File: src/rtl/fpu_sched_pkg.sv
// Shared types for the round-robin FPU scheduler: FSM states and FPU OpSel encodings.
package fpu_sched_pkg;

    localparam int unsigned OP_W = 2;

    typedef enum logic [1:0] {
        IDLE  = 2'd0,
        ISSUE = 2'd1,
        RESP  = 2'd2
    } state_t;

    localparam logic [OP_W-1:0] OP_ADD = 2'b00;
    localparam logic [OP_W-1:0] OP_SUB = 2'b01;
    localparam logic [OP_W-1:0] OP_MUL = 2'b10;
    localparam logic [OP_W-1:0] OP_DIV = 2'b11;

endpackage

File: src/rtl/rr_arbiter.sv
// Combinational round-robin picker: first set request at or above ptr, wrapping.
module rr_arbiter #(
    parameter int unsigned NUM_REQ = 4,
    parameter int unsigned ID_W    = $clog2(NUM_REQ)
) (
    input  logic [NUM_REQ-1:0] req,
    input  logic [ID_W-1:0]    ptr,
    output logic [NUM_REQ-1:0] grant,
    output logic [ID_W-1:0]    idx
);

    int unsigned     pos;
    logic [ID_W-1:0] sel;
    logic            found;

    always_comb begin
        grant = '0;
        idx   = '0;
        found = 1'b0;
        pos   = 0;
        sel   = '0;
        for (int unsigned i = 0; i < NUM_REQ; i++) begin
            pos = 32'(ptr) + i;
            if (pos >= NUM_REQ) begin
                pos = pos - NUM_REQ;
            end
            sel = ID_W'(pos);
            if (!found && req[sel]) begin
                found      = 1'b1;
                grant[sel] = 1'b1;
                idx        = sel;
            end
        end
    end

endmodule

File: src/rtl/fpu_rr_scheduler.sv
// Shares one FPU between NUM_REQ requesters: round-robin grant, held operands,
// and a single tagged response channel with backpressure.
module fpu_rr_scheduler
    import fpu_sched_pkg::*;
#(
    parameter int unsigned NUM_REQ = 4,
    parameter int unsigned DATA_W  = 32,
    parameter int unsigned FPU_LAT = 1,
    parameter int unsigned ID_W    = $clog2(NUM_REQ)
) (
    input  logic                      clk,
    input  logic                      rst,
    input  logic [NUM_REQ-1:0]        req_valid,
    output logic [NUM_REQ-1:0]        req_ready,
    input  logic [NUM_REQ*DATA_W-1:0] req_a,
    input  logic [NUM_REQ*DATA_W-1:0] req_b,
    input  logic [NUM_REQ*OP_W-1:0]   req_op,
    output logic [DATA_W-1:0]         fpu_a,
    output logic [DATA_W-1:0]         fpu_b,
    output logic [OP_W-1:0]           fpu_opsel,
    input  logic [DATA_W-1:0]         fpu_result,
    output logic                      rsp_valid,
    input  logic                      rsp_ready,
    output logic [ID_W-1:0]           rsp_id,
    output logic [DATA_W-1:0]         rsp_data,
    output logic                      busy
);

    localparam int unsigned CNT_W = (FPU_LAT > 1) ? $clog2(FPU_LAT) : 1;

    state_t             state;
    state_t             next_state;
    logic [ID_W-1:0]    rr_ptr;
    logic [ID_W-1:0]    win_idx;
    logic [NUM_REQ-1:0] grant;
    logic [CNT_W-1:0]   lat_cnt;
    logic               any_req;

    assign any_req = |req_valid;

    rr_arbiter #(
        .NUM_REQ (NUM_REQ),
        .ID_W    (ID_W)
    ) u_arb (
        .req   (req_valid),
        .ptr   (rr_ptr),
        .grant (grant),
        .idx   (win_idx)
    );

    always_ff @(posedge clk) begin
        if (rst) begin
            state <= IDLE;
        end else begin
            state <= next_state;
        end
    end

    always_comb begin
        next_state = state;
        case (state)
            IDLE:    if (any_req) next_state = ISSUE;
            ISSUE:   if (lat_cnt == '0) next_state = RESP;
            RESP:    if (rsp_ready) next_state = IDLE;
            default: next_state = IDLE;
        endcase
    end

    always_comb begin
        req_ready = '0;
        rsp_valid = 1'b0;
        busy      = 1'b0;
        case (state)
            IDLE:    req_ready = rst ? '0 : grant;
            ISSUE:   busy = 1'b1;
            RESP: begin
                busy      = 1'b1;
                rsp_valid = 1'b1;
            end
            default: ;
        endcase
    end

    // Operand capture on accept; result sampled once the FPU latency has elapsed.
    always_ff @(posedge clk) begin
        if (rst) begin
            rr_ptr    <= '0;
            lat_cnt   <= '0;
            fpu_a     <= '0;
            fpu_b     <= '0;
            fpu_opsel <= '0;
            rsp_id    <= '0;
            rsp_data  <= '0;
        end else begin
            case (state)
                IDLE: begin
                    if (any_req) begin
                        fpu_a     <= req_a[int'(win_idx)*DATA_W +: DATA_W];
                        fpu_b     <= req_b[int'(win_idx)*DATA_W +: DATA_W];
                        fpu_opsel <= req_op[int'(win_idx)*OP_W +: OP_W];
                        rsp_id    <= win_idx;
                        rr_ptr    <= (win_idx == ID_W'(NUM_REQ-1)) ? '0 : win_idx + 1'b1;
                        lat_cnt   <= CNT_W'(FPU_LAT-1);
                    end
                end
                ISSUE: begin
                    if (lat_cnt == '0) begin
                        rsp_data <= fpu_result;
                    end else begin
                        lat_cnt <= lat_cnt - 1'b1;
                    end
                end
                default: ;
            endcase
        end
    end

endmodule
File: config.mk
export PLATFORM = sky130hd
export DESIGN_NAME = fpu_rr_scheduler
export DESIGN_NICKNAME = d
export VERILOG_FILES = /design/src/rtl/fpu_sched_pkg.sv /design/src/rtl/rr_arbiter.sv /design/src/rtl/fpu_rr_scheduler.sv
export SDC_FILE = /design/constraint.sdc
export NUM_CORES = 1
export LEC_CHECK = 0
export BUFFER_PORTS_ARGS = -buffer_cell sky130_fd_sc_hd__buf_2
export CAP_MARGIN = 20
export CORE_AREA = 2 2 159 161
export DETAILED_ROUTE_END_ITERATION = 16
export DIE_AREA = 0 0 161 163
export PLACE_DENSITY_LB_ADDON = 0.25
export SLEW_MARGIN = 20
export SYNTH_ARGS = -nofsm -noshare
export SYNTH_HDL_FRONTEND = slang
export SYNTH_SLANG_ARGS = --single-unit
File: constraint.sdc
create_clock -name clk -period 7.59 [get_ports clk]
set_clock_uncertainty 0.15 [all_clocks]
set_input_delay 0 -clock clk [delete_from_list [all_inputs] [get_ports clk]]
set_output_delay 0 -clock clk [all_outputs]
set_load 0.02 [all_outputs]
=== Word-level counts from Yosys, hierarchy flattened ===
Index checks and enable logic that the tools add are counted.

* Order comparisons: 12
* Equality and inequality tests: 6
* Multiplexer cells: 43
* Add/sub/neg operators: 9
* Bitwise logic cells: 4
* Reduce and logical (&&, ||, !) cells: 18
* Shift-type cells: 3

{| class="wikitable"
|+ Operator list
! cell !! number
|-
| $shiftx 128x8->32 || 2
|-
| $mux 2 || 12
|-
| $mux 4 || 6
|-
| $mux 1 || 15
|-
| $lt 2x3->1 const B || 4
|-
| $or 4x4->4 || 3
|-
| $ge 3x3->1 const B || 3
|-
| $bmux 1 s2 || 4
|-
| $demux 1 s2 || 4
|-
| $ge 2x1->1 const B || 4
|-
| $shiftx 8x4->2 || 1
|-
| $sub 2x1->2 const B || 4
|-
| $logic_and 1x1->1 || 7
|-
| $add 2x2->3 const B || 2
|-
| $ne 2x2->1 const B || 3
|-
| $pmux 2 s3 || 1
|-
| $reduce_and 2->1 || 3
|-
| $eq 2x2->1 const B || 2
|-
| $reduce_or 4->1 || 1
|-
| $add 2x1->3 const B || 1
|-
| $ge 2x3->1 const B || 1
|-
| $logic_not 1->1 || 3
|-
| $reduce_and 3->1 || 1
|-
| $add 2x1->2 const B || 1
|-
| 7 further kinds || 7
|}

* Input port bits: 303
* Word-level logic and storage cells: 103
* Register bits after elaboration: 105
* Output and inout port bits: 106

=== Depth between registers and ports, before layout ===
Gate-level depths: netlist (run 1).

* Depth after elaboration: 16
* Mapped depth: 18

=== Cells and area by module ===
From an unflattened synthesis (run 1), not the netlist that was laid out.

* Cell total of the unflattened synthesis: 418
* Area, all modules: 5452.7 um2

{| class="wikitable"
|+ Modules (own cells, without submodules)
! module !! sequential area each (um2) !! times used !! area an instance (um2) !! cells each
|-
| fpu_rr_scheduler || 2082.0 || 1 || 5048.6 || 370
|-
| rr_arbiter || 0.0 || 1 || 404.1 || 48
|}

=== Least setup slack after synthesis (run 1) ===
Ideal clock, no wire load.

* Path type: reg-to-reg
* Start: register rr_ptr[0]
* End: register rr_ptr[1]
* Path buffers: 7
* Cell stages (with the launch flop): 17
* Period minus slack after synthesis: 4.012 ns
* Path slack: 3.578 ns
* Data required time: 7.308 ns
* Arrival time: 3.730 ns
* Cell sequence: dfxtp_1 buf_2 inv_1 clkbuf_1 clkbuf_1 clkbuf_1 ha_1 clkbuf_1 mux4_2 a311o_1 o21ai_2 buf_6 inv_2 buf_2 ha_1 nand2_1 a21oi_1

* Cells in the longest elaborated chain, start to end: 16

{| class="wikitable"
|+ RTL lines
! element !! line !! source
|-
| start, declared || fpu_rr_scheduler.sv:33 || <nowiki>logic [ID_W-1:0] rr_ptr;</nowiki>
|-
| start signal, assigned || fpu_rr_scheduler.sv:102 || <nowiki>rr_ptr <= (win_idx == ID_W'(NUM_REQ-1)) ? '0 : win_idx + 1'b1;</nowiki>
|-
| parallel branches: the longest is 13 deep, another holds $add 2x1->3 || n/a ||
|-
| $mux 2 (*) || rr_arbiter.sv:28 || <nowiki>if (!found && req[sel]) begin</nowiki>
|-
| net u_arb.idx[1] || rr_arbiter.sv:9 || <nowiki>output logic [ID_W-1:0] idx</nowiki>
|-
| $add 2x1->2 or $eq 2x2->1 (tied branches) || fpu_rr_scheduler.sv:102 ||
|-
| $mux 2 (*) || fpu_rr_scheduler.sv:102 ||
|}

Mark *: on every way through the listed nets, which the timed path passes. The select of a mux whose other input is x is not followed.
A chain may end at the register's enable or synchronous reset.

=== Worst setup path in the final report (run 1) ===
* Start: register rr_ptr[0]
* End: register fpu_b[1]

* Cells in the longest elaborated chain, start to end: 15

{| class="wikitable"
|+ RTL lines
! element !! line !! source
|-
| parallel branches: the longest is 13 deep, another holds $add 2x1->3 || n/a ||
|-
| $mux 2 (*) || rr_arbiter.sv:28 ||
|-
| $shiftx 128x8->32 (*) || fpu_rr_scheduler.sv:99 || <nowiki>fpu_b <= req_b[int'(win_idx)*DATA_W +: DATA_W];</nowiki>
|-
| end signal, assigned || fpu_rr_scheduler.sv:99 ||
|-
| end, declared || fpu_rr_scheduler.sv:19 || <nowiki>output logic [DATA_W-1:0] fpu_b,</nowiki>
|}

Every way passes the cells marked *. The select of a mux whose other input is x is not followed.

==> results of run 1 <==
state kept, by name, summed over array words and instances (netlist names):
register	count
state	2
rsp_data	32
fpu_b	32
rsp_id	2
fpu_a	32
fpu_opsel	2
rr_ptr	2
layout make-up:
class,instances,area [um2]
fill,2405,11500
multi-input combinational,884,5780
timing repair buffer,657,4490
sequential,104,2080
tap,330,413
clock buffer,9,225
clock inverter,7,90.1
inverter,11,46.3
antenna,5,12.5
placed cells by master (no fill, tap or decap), drive strengths merged, types with 9 or more instances in the layout:
cell type,netlist,routed
nand4,68,68
nand3,67,67
nand2,143,143
ha,13,13
o2111ai,66,66
a2111oi,66,66
clkbuf,111,9
nor2,45,45
buf,48,427
a211oi,67,67
and3,66,66
inv,11,15
a21oi,76,76
dfxtp,104,104
o31ai,66,66
o21ai,73,73
dlygate4sd3,0,230
mux2i,35,35
kinds of logic after synthesis:
logic type                 Yosys count  share of synthesized area
muxes                               41                     0.0531
AOI/OAI and AO/OA                  426                      0.366
and+or+nand+nor                    404                      0.233
DFF                                104                      0.245
adders and majority gates           13                     0.0191
buffers and inverters              170                     0.0840
metrics by stage:
step / instance area, um2 / instances / power [W] / util
after floorplan: 8500 / 1158 / 0.00338 / -
after global placement: 10500 / 1756 / 0.00431 / 0.426
after detailed placement: 10500 / 1756 / 0.00436 / 0.426
after CTS: 13100 / 2002 / 0.00564 / 0.532
after global routing: 13100 / 2006 / 0.00612 / 0.532
final: 13100 / 2007 / 0.00571 / 0.532
repair_timing:
item,4_1_cts,5_1_grt
hold buffers,230,0
setup endpoints to repair,0,0
hold endpoints to repair,100,0
worst paths after layout:
path,start,to,slack (ps)
max,rr_ptr[0],fpu_b[1],1250
min,rst,rsp_data[9],40
max reg2reg,rr_ptr[0],fpu_b[1],1250
min reg2reg,rsp_id[1],rsp_id[1],310
per-layer routing:
layer / vias up / global-route usage
met5: - / 0
met4: 2 / 0.0998
met3: 76 / 0.0525
met2: 585 / 0.509
met1: 5608 / 0.338
li1: 5549 / -
where the power goes:
part           switching [W]  internal (W)  total, W
combinational        0.00256       0.00173   0.00429
sequential          0.000147      0.000762  0.000909
clock               0.000269      0.000241  0.000510
==> flow_summary.yaml, run 1 <==
place:
  pre_cts_ws_ps: 2380
  place.gp.congestion: 0.807
  dp_hpwl_mm: 23.7
  io_buffers: 408
finish:
  fin_nets: 1983
  drive_gt1_frac: 0.290
  syn_to_final_growth_pct: 54.4
detailed_routing:
  wl_mm: 39.2
  vias_per_cell: 5.89
  wl_met1_mm: 15.8
  wl_met2_mm: 19.4
  firstDrtPassIters: 5
  route.met3.wl_mm: 3.05
  drtIter0Drc: 998
  post-route-drc-count: 0
  dr_total_vias: 11800
  ant_nets: 0
  wl_per_cell_um: 19.5
  top_layer: "met5"
cts:
  postCtsSetupRepairBufs: 0
  cts_max_level: 3
  clockBufferDepth: 2
  cts_tree: "done"
  clock_latency_ps: 370
  clkSinkCount: 104
  numCtsBuffers: 9
  cts_resized: 0
  cts.clk_slew.worst_paths_ps: 90
  cts_root_buffer: "clkbuf_16"
timing:
  holdWs_ps: 42.8
  grt_setup_unrepaired: "no"
  final.min_clock_period_ps: 6340
  report.final.hold_viol_count: 0
  layout_setup_ws_ps: 1250
  max_freq_ghz: 0.158
  slew_headroom: 0.305
  worstMarginPinSlew_ps: 1040
  setup_tns_ps: 0
  final_max_slew_viol_count: 0
  post-route-period-util: 0.835
  finalSetupViolCount: 0
critical_path:
  slowest_stage: "dfxtp_1"
  cp_data_required_time_ps: 7750
  cp.arrival_ps: 6500
  worst-path-stages: 12
  critPathLaunchType: "register"
  path_max_fanout: 39
  path_class: "register to register"
  rr_worst_depth: 12
  crit_buf_inv: 5
  max_stage_delay_ps: 920
  crit_top_cell: "dlygate4sd3_1"
  path_cells: "inv_6 > ha_1 > mux4_2 > nor2b_4 > o21ai_4 > and2_4 > inv_2 > buf_4 > a211oi_1 > dlygate4sd3_1 > o31ai_1 > dlygate4sd3_1"
  cp_top_family: "buffers and inverters"
  crit_path_end_kind: "register"
pwr:
  p_per_area_nw_per_um2: 434
  ir_worst_vdd_mv: 0.266
  cellLeakagePower_nw: 5.90
synthesis:
  postSynth.asyncResetShare: 0
  synth_area_um2: 8500
  synth_flop_cell: "dfxtp_1"
  synth.area.top_cells: "dfxtp_1 (24%), a2111oi_0 (6.8%), o2111ai_1 (6.8%)"
  yosysMostFrequentCell: "nand2_1"
  synth_top_area_share: 0.245
  synth_nets: 1474
  avgSynthCellArea_um2: 7.34
  seq_area_frac_synth: 0.245
  syn_inst: 1158
  yosysUniqueCellTypes: 42
  ys_ff_latch: 104
  yosysWarnings: 0
  synthTopCellsByCount: "nand2_1 (143), clkbuf_1 (108), dfxtp_1 (104)"
  yosys.area.top_type: "dfxtp_1"
  synth_edf_count: 0
floorplanning:
  die-width_um: 161
  floorplan.initialDensity: 0.345
  die-area_um2: 26200
  num_rows: 58
  ioPinCount: 409
  dieHeight_um: 163
  fp.coreArea_um2: 24700
global_route:
  grt-ovfl-total: 0
  grt_pass1_wl_mm: 60.6
  grt.total_usage: 0.283
  antenna_found_initial: 5
  first_global_vias: 11500
  grt_max_degree: 103
job:
  cap_violations: 0
run_status:
  status: "finished clean"
worst_hold_path:
  hold_depth: 2
  min_path_type: "primary input to register"
Power figures use the tool's default switching activity.
==> run 2: changes to the inputs <==
clock period = 6.3 ns   (was 7.59 ns; I/O delays follow)
==> run 2 against run 1 <==
  * The run now ends with negative hold slack left
  * Largest power group unchanged
  * First-iteration DRC count grew 0.40%
  * Worst setup slack lost 610 ps
  * Sequential share of layout area about the same
  * Global-route usage decreased by 0.36 points
  * Combinational power is 20% higher
  * Core utilization about the same
  * Critical path depth down 1
==> flow_summary.yaml, run 2 (same netlist as run 1, synthesis figures left out) <==
run_status:
  status: "complete, but fails checks"
  violations: "negative hold slack"
pwr:
  p_per_area_nw_per_um2: 524
  p_total_w: 0.00687
  ir_worst_vdd_mv: 0.295
  cellLeakagePower_nw: 5.90
cts:
  clock_latency_ps: 360
  cts.clk_slew.worst_paths_ps: 90
  cts_max_level: 3
  clkSinkCount: 104
  cts_resized: 0
  cts_root_buffer: "clkbuf_16"
  cts_tree: "done"
  clockBufferDepth: 2
  numCtsBuffers: 9
worst_hold_path:
  min_path_type: "primary input to register"
  hold_depth: 3
  min_from: "req_a[81]"
  hold_end: "fpu_a[17]"
critical_path:
  path_cells: "inv_6 > ha_1 > mux4_2 > o211ai_1 > and2_4 > inv_2 > buf_4 > a211oi_2 > dlygate4sd3_1 > o31ai_1 > dlygate4sd3_1"
  crit_path_end_kind: "register"
  rr_worst_depth: 11
  slowest_stage: "dfxtp_1"
  crit_top_cell: "dlygate4sd3_1"
  cp.arrival_ps: 5810
  critPathLaunchType: "register"
  max_stage_delay_ps: 920
  path_max_fanout: 45
  r2r_end: "fpu_a[5]"
  cp_data_required_time_ps: 6450
  path_class: "register to register"
  r2r-start: "rr_ptr[0]"
  rrSetupSlack_ps: 640
finish:
  fin_nets: 1982
  final_common_cell: "buf_2"
  top_regs: "fpu_a x32, fpu_b x32, rsp_data x32"
  drive_gt1_frac: 0.291
  layout_common_cells: "buf_2 (408), dlygate4sd3_1 (228), nand2_1 (143)"
  syn_to_final_growth_pct: 54.3
job:
  cap_violations: 0
timing:
  holdWs_ps: -1.92
  final.min_clock_period_ps: 5660
  post-route-period-util: 0.898
  slew_headroom: 0.271
  max_freq_ghz: 0.177
  report.final.hold_viol_count: 1
  setup_tns_ps: 0
  finalSetupViolCount: 0
  worstMarginPinSlew_ps: 1090
  final_max_slew_viol_count: 0
  grt_setup_unrepaired: "no"
global_route:
  antenna_found_initial: 7
  grt_max_degree: 111
  grt-ovfl-total: 0
  grt.total_usage: 0.280
  first_global_vias: 11400
  grt_pass1_wl_mm: 59.7
detailed_routing:
  ant_nets: 0
  vias_per_cell: 5.90
  post-route-drc-count: 0
  dr_total_vias: 11800
  firstDrtPassIters: 5
  wl_per_cell_um: 19.2
  drtIter0Drc: 1002
  wl_mm: 38.5
place:
  dp_hpwl_mm: 23.3
  place.gp.congestion: 0.794
  io_buffers: 408
floorplanning:
  die-area_um2: 26200
  fp.coreArea_um2: 24700
  die-width_um: 161
  num_rows: 58
  ioPinCount: 409
  dieHeight_um: 163
  floorplan.initialDensity: 0.345
[run 2: cell count changes in the layout (fill, tap and decap cells not counted)]
cell           change
dlygate4sd3_1      -2
inv_12             +2
buf_4              +1
clkinv_8           -1
clkinvlp_4         -1
diode_2            -1
inv_6              +1
inv_8              -1
[run 2: routing by layer]
layer | vias to the layer above | global-route usage | share of wire
met2 | 594 | 0.501 | 0.50
met1 | 5600 | 0.335 | 0.39
met5 | - | 0 | 0.00088
met4 | 6 | 0.0864 | 0.026
met3 | 78 | 0.0604 | 0.084
li1 | 5553 | - | -
[run 2: area by class of cell]
| type | instances | area (um2) |
|---|---|---|
| fillers | 2380 | 11500 |
| repair buffers | 656 | 4470 |
| clock inverters | 7 | 96.3 |
| multi-input cells | 884 | 5780 |
| inverters | 11 | 46.3 |
| diodes | 4 | 10.0 |
| well taps | 330 | 413 |
| flip-flops and latches | 104 | 2080 |
| clock buffers | 9 | 225 |
[run 2: worst max path at each step]
stage / from / end / cells past startpoint
3_3_place_gp: rr_ptr[0] / fpu_b[6] / 9
5_1_grt: rr_ptr[0] / fpu_a[5] / 11
6_report: rr_ptr[0] / fpu_a[5] / 11
3_5_place_dp: rr_ptr[0] / fpu_b[6] / 9
2_1_floorplan: rr_ptr[0] / rr_ptr[1] / 16
4_1_cts: rr_ptr[0] / fpu_a[22] / 11
[run 2: report_power, final]
part	switching (W)	leakage [nW]	total, W	internal [W]
clock network	0.000331	0.156	0.000627	0.000296
logic	0.00308	4.89	0.00516	0.00209
registers	0.000163	0.858	0.00108	0.000917
total	0.00357	5.90	0.00687	0.00330
[run 2: critical path: cells and delay by family (launching register included)]
| family | cells | cell delay, ps |
|---|---|---|
| buffers and inverters | 5 | 2350 |
| DFF | 1 | 920 |
| muxes | 1 | 820 |
| AOI/OAI and AO/OA | 3 | 590 |
| adders and majority gates | 1 | 510 |
| and+or+nand+nor | 1 | 240 |
[run 2: timing repair]
action	in CTS	in global routing
setup buffers	0	0
setup endpoints to repair	0	0
hold buffers	228	0
hold endpoints to repair	100	0
[run 2: metrics by stage]
step | worst slack [ps] | hold slack [ps] | instance area [um2] | utilization | std cells
floorplan | 2290 | -2.77 | 8500 | - | 1158
CTS | 721 | 0.419 | 13100 | 0.532 | 2001
finish | 645 | -1.92 | 13100 | 0.532 | 2005
detailed placement | 1680 | 94.3 | 10500 | 0.426 | 1757
global route | 282 | 22.4 | 13100 | 0.532 | 2004
global placement | 1760 | 84.4 | 10500 | 0.426 | 1757
==> run 3: changes to the inputs <==
ABC_AREA = 1   (was default)
REMOVE_ABC_BUFFERS = 1   (was default)
==> run 3 against run 2 <==
  * The run still ends with negative hold slack left
  * Critical path depth rose by 6
  * Worst setup slack gained 740 ps
  * Clock-buffer cell count is the same
  * Synthesized cell count rose by 13%
  * First-iteration DRC count decreased by 48%
  * Cell area is 7.8% lower
  * Fmax rose by 15%
  * Critical path type unchanged
  * Highest routed layer is now met4
==> flow_summary.yaml, run 3 <==
run_status:
  status: "complete, but fails checks"
  violations: "negative hold slack"
detailed_routing:
  wl_mm: 28.0
  post-route-drc-count: 0
  firstDrtPassIters: 5
  vias_per_cell: 4.42
  wl_per_cell_um: 12.6
  dr_total_vias: 9817
  drtIter0Drc: 526
  ant_nets: 0
synthesis:
  postSynth.asyncResetShare: 0
  synthTopCellsByCount: "nand2_1 (412), nor2_1 (274), inv_1 (186)"
  synth.area.top_cells: "dfxtp_1 (28%), nand2_1 (21%), nor2_1 (14%)"
  avgSynthCellArea_um2: 5.60
  yosys.area.top_type: "dfxtp_1"
  synth_edf_count: 0
  synth_area_um2: 7340
  yosysUniqueCellTypes: 29
  seq_area_frac_synth: 0.283
  ys_ff_latch: 104
  synth_top_area_share: 0.283
  syn_inst: 1311
  synth_flop_cell: "dfxtp_1"
  yosysWarnings: 0
  yosysMostFrequentCell: "nand2_1"
global_route:
  first_global_vias: 9148
  grt.total_usage: 0.203
  grt-ovfl-total: 0
  antenna_found_initial: 0
  grt_pass1_wl_mm: 43.6
  grt_max_degree: 99
timing:
  report.final.hold_viol_count: 1
  slew_headroom: 0.375
  finalSetupViolCount: 0
  holdWs_ps: -10.3
  final_max_slew_viol_count: 0
  setup_tns_ps: 0
  grt_setup_unrepaired: "no"
  worstMarginPinSlew_ps: 937
  final.min_clock_period_ps: 4920
  post-route-period-util: 0.781
  max_freq_ghz: 0.203
cts:
  numCtsBuffers: 9
  clockBufferDepth: 2
  clkSinkCount: 104
  cts.clk_slew.worst_paths_ps: 90
  cts_root_buffer: "clkbuf_16"
  cts_max_level: 3
  cts_resized: 0
  cts_tree: "done"
  clock_latency_ps: 350
finish:
  top_regs: "fpu_a x32, fpu_b x32, rsp_data x32"
  stdcell_count: 2223
  fin_area_um2: 12100
  diodes: 0
  multi_input_area_um2: 4170
  drive_gt1_frac: 0.237
  fin_nets: 2204
  seqCellArea_um2: 2080
  layout_common_cells: "nand2_1 (412), buf_2 (407), nor2_1 (273)"
  final_common_cell: "nand2_1"
  fill_cells: 2607
  syn_to_final_growth_pct: 64.9
floorplanning:
  die-width_um: 161
  floorplan.initialDensity: 0.298
  dieHeight_um: 163
  num_rows: 58
  ioPinCount: 409
  die-area_um2: 26200
  fp.coreArea_um2: 24700
worst_hold_path:
  hold_end: "rsp_data[0]"
  min_path_type: "primary input to register"
  hold_depth: 2
  min_from: "rst"
critical_path:
  critPathLaunch: "rr_ptr[0]"
  cp_top_family: "buffers and inverters"
  path_class: "register to register"
  cp_data_required_time_ps: 6400
  rrSetupSlack_ps: 1380
  r2r-start: "rr_ptr[0]"
  crit_top_cell: "nand2_1"
  crit_path_end_kind: "register"
  crit_buf_inv: 6
  path_max_fanout: 94
  r2r_end: "fpu_a[7]"
  critPathLaunchType: "register"
  rr_worst_depth: 17
  cp.arrival_ps: 5020
  max_stage_delay_ps: 670
  path_cells: "inv_2 > ha_1 > inv_1 > nand3_1 > nand2_2 > nor2_1 > nor2_1 > nand2_2 > nand2_8 > buf_4 > nand2_1 > nand2_1 > dlygate4sd3_1 > nand3_1 > dlygate4sd3_1 > nand2_1 > inv_1"
  slowest_stage: "dfxtp_1"
pwr:
  ir_worst_vdd_mv: 0.425
  p_per_area_nw_per_um2: 473
  cellLeakagePower_nw: 6.78
  p_total_w: 0.00572
place:
  dp_hpwl_mm: 18.4
  place_inst: 1976
  place.gp.congestion: 0.839
  place_area_um2: 9460
  io_buffers: 408
job:
  cap_violations: 0
-- run 3: worst max-delay path by stage --
stage	end	slack (ps)	cells after the start
after CTS	fpu_a[7]	1440	17
after global placement	fpu_b[19]	2600	13
final	fpu_a[7]	1380	17
after detailed placement	fpu_b[16]	2530	15
after floorplan	fpu_b[0]	-480	10
after global routing	fpu_a[31]	970	18
-- run 3: cells by family after synthesis --
| logic type | share of synthesized area |
|---|---|
| adder cells (fa/ha/maj) | 0.0221 |
| AND/OR/NAND/NOR | 0.500 |
| buffers and inverters | 0.154 |
| AO/OA/AOI/OAI | 0.0404 |
| flip-flops | 0.283 |
-- run 3: through the flow --
stage / util / setup WS [ps] / hold slack, ps
4_1_cts: 0.490 / 1440 / 1.31
3_5_place_dp: 0.383 / 2530 / 112
2_1_floorplan: - / -479 / -80.9
5_1_grt: 0.491 / 965 / 25.7
6_report: 0.491 / 1380 / -10.3
3_3_place_gp: 0.383 / 2600 / 106
-- run 3: timing repair --
action / in CTS / in global routing
hold buffers: 231 / 0
buffers inserted: 0 / 0
hold endpoints to repair: 100 / 0
-- run 3: worst reg2reg max path, stage by stage, from the launching register on --
cell	delay, ps
dfxtp_1	670
inv_2	220
ha_1	390
inv_1	110
nand3_1	90
nand2_2	140
nor2_1	100
nor2_1	120
nand2_2	110
nand2_8	380
buf_4	780
nand2_1	180
nand2_1	100
dlygate4sd3_1	560
nand3_1	60
dlygate4sd3_1	590
nand2_1	60
inv_1	30
-- run 3: cell type report --
cell class | instances | area share
Clock inverter | 7 | 0.00827
Multi-Input combinational cell | 937 | 0.344
Timing Repair Buffer | 646 | 0.364
Tap cell | 330 | 0.0341
Sequential cell | 104 | 0.172
Inverter | 190 | 0.0589
Clock buffer | 9 | 0.0186
-- run 3: metal layers --
| metal | vias to the layer above | GRT usage | wire (um) |
|---|---|---|---|
| met4 | 0 | 0.0726 | 739 |
| met2 | 338 | 0.383 | 14000 |
| li1 | 5082 | - | - |
| met3 | 46 | 0.0362 | 1830 |
| met1 | 4351 | 0.228 | 11400 |
| met5 | - | 0 | 0 |
-- run 3: report_power, final --
part | internal (W) | leakage (nW) | switching, W
combinational | 0.00184 | 5.76 | 0.00230
sequential | 0.000850 | 0.860 | 0.000108
clock | 0.000322 | 0.158 | 0.000298
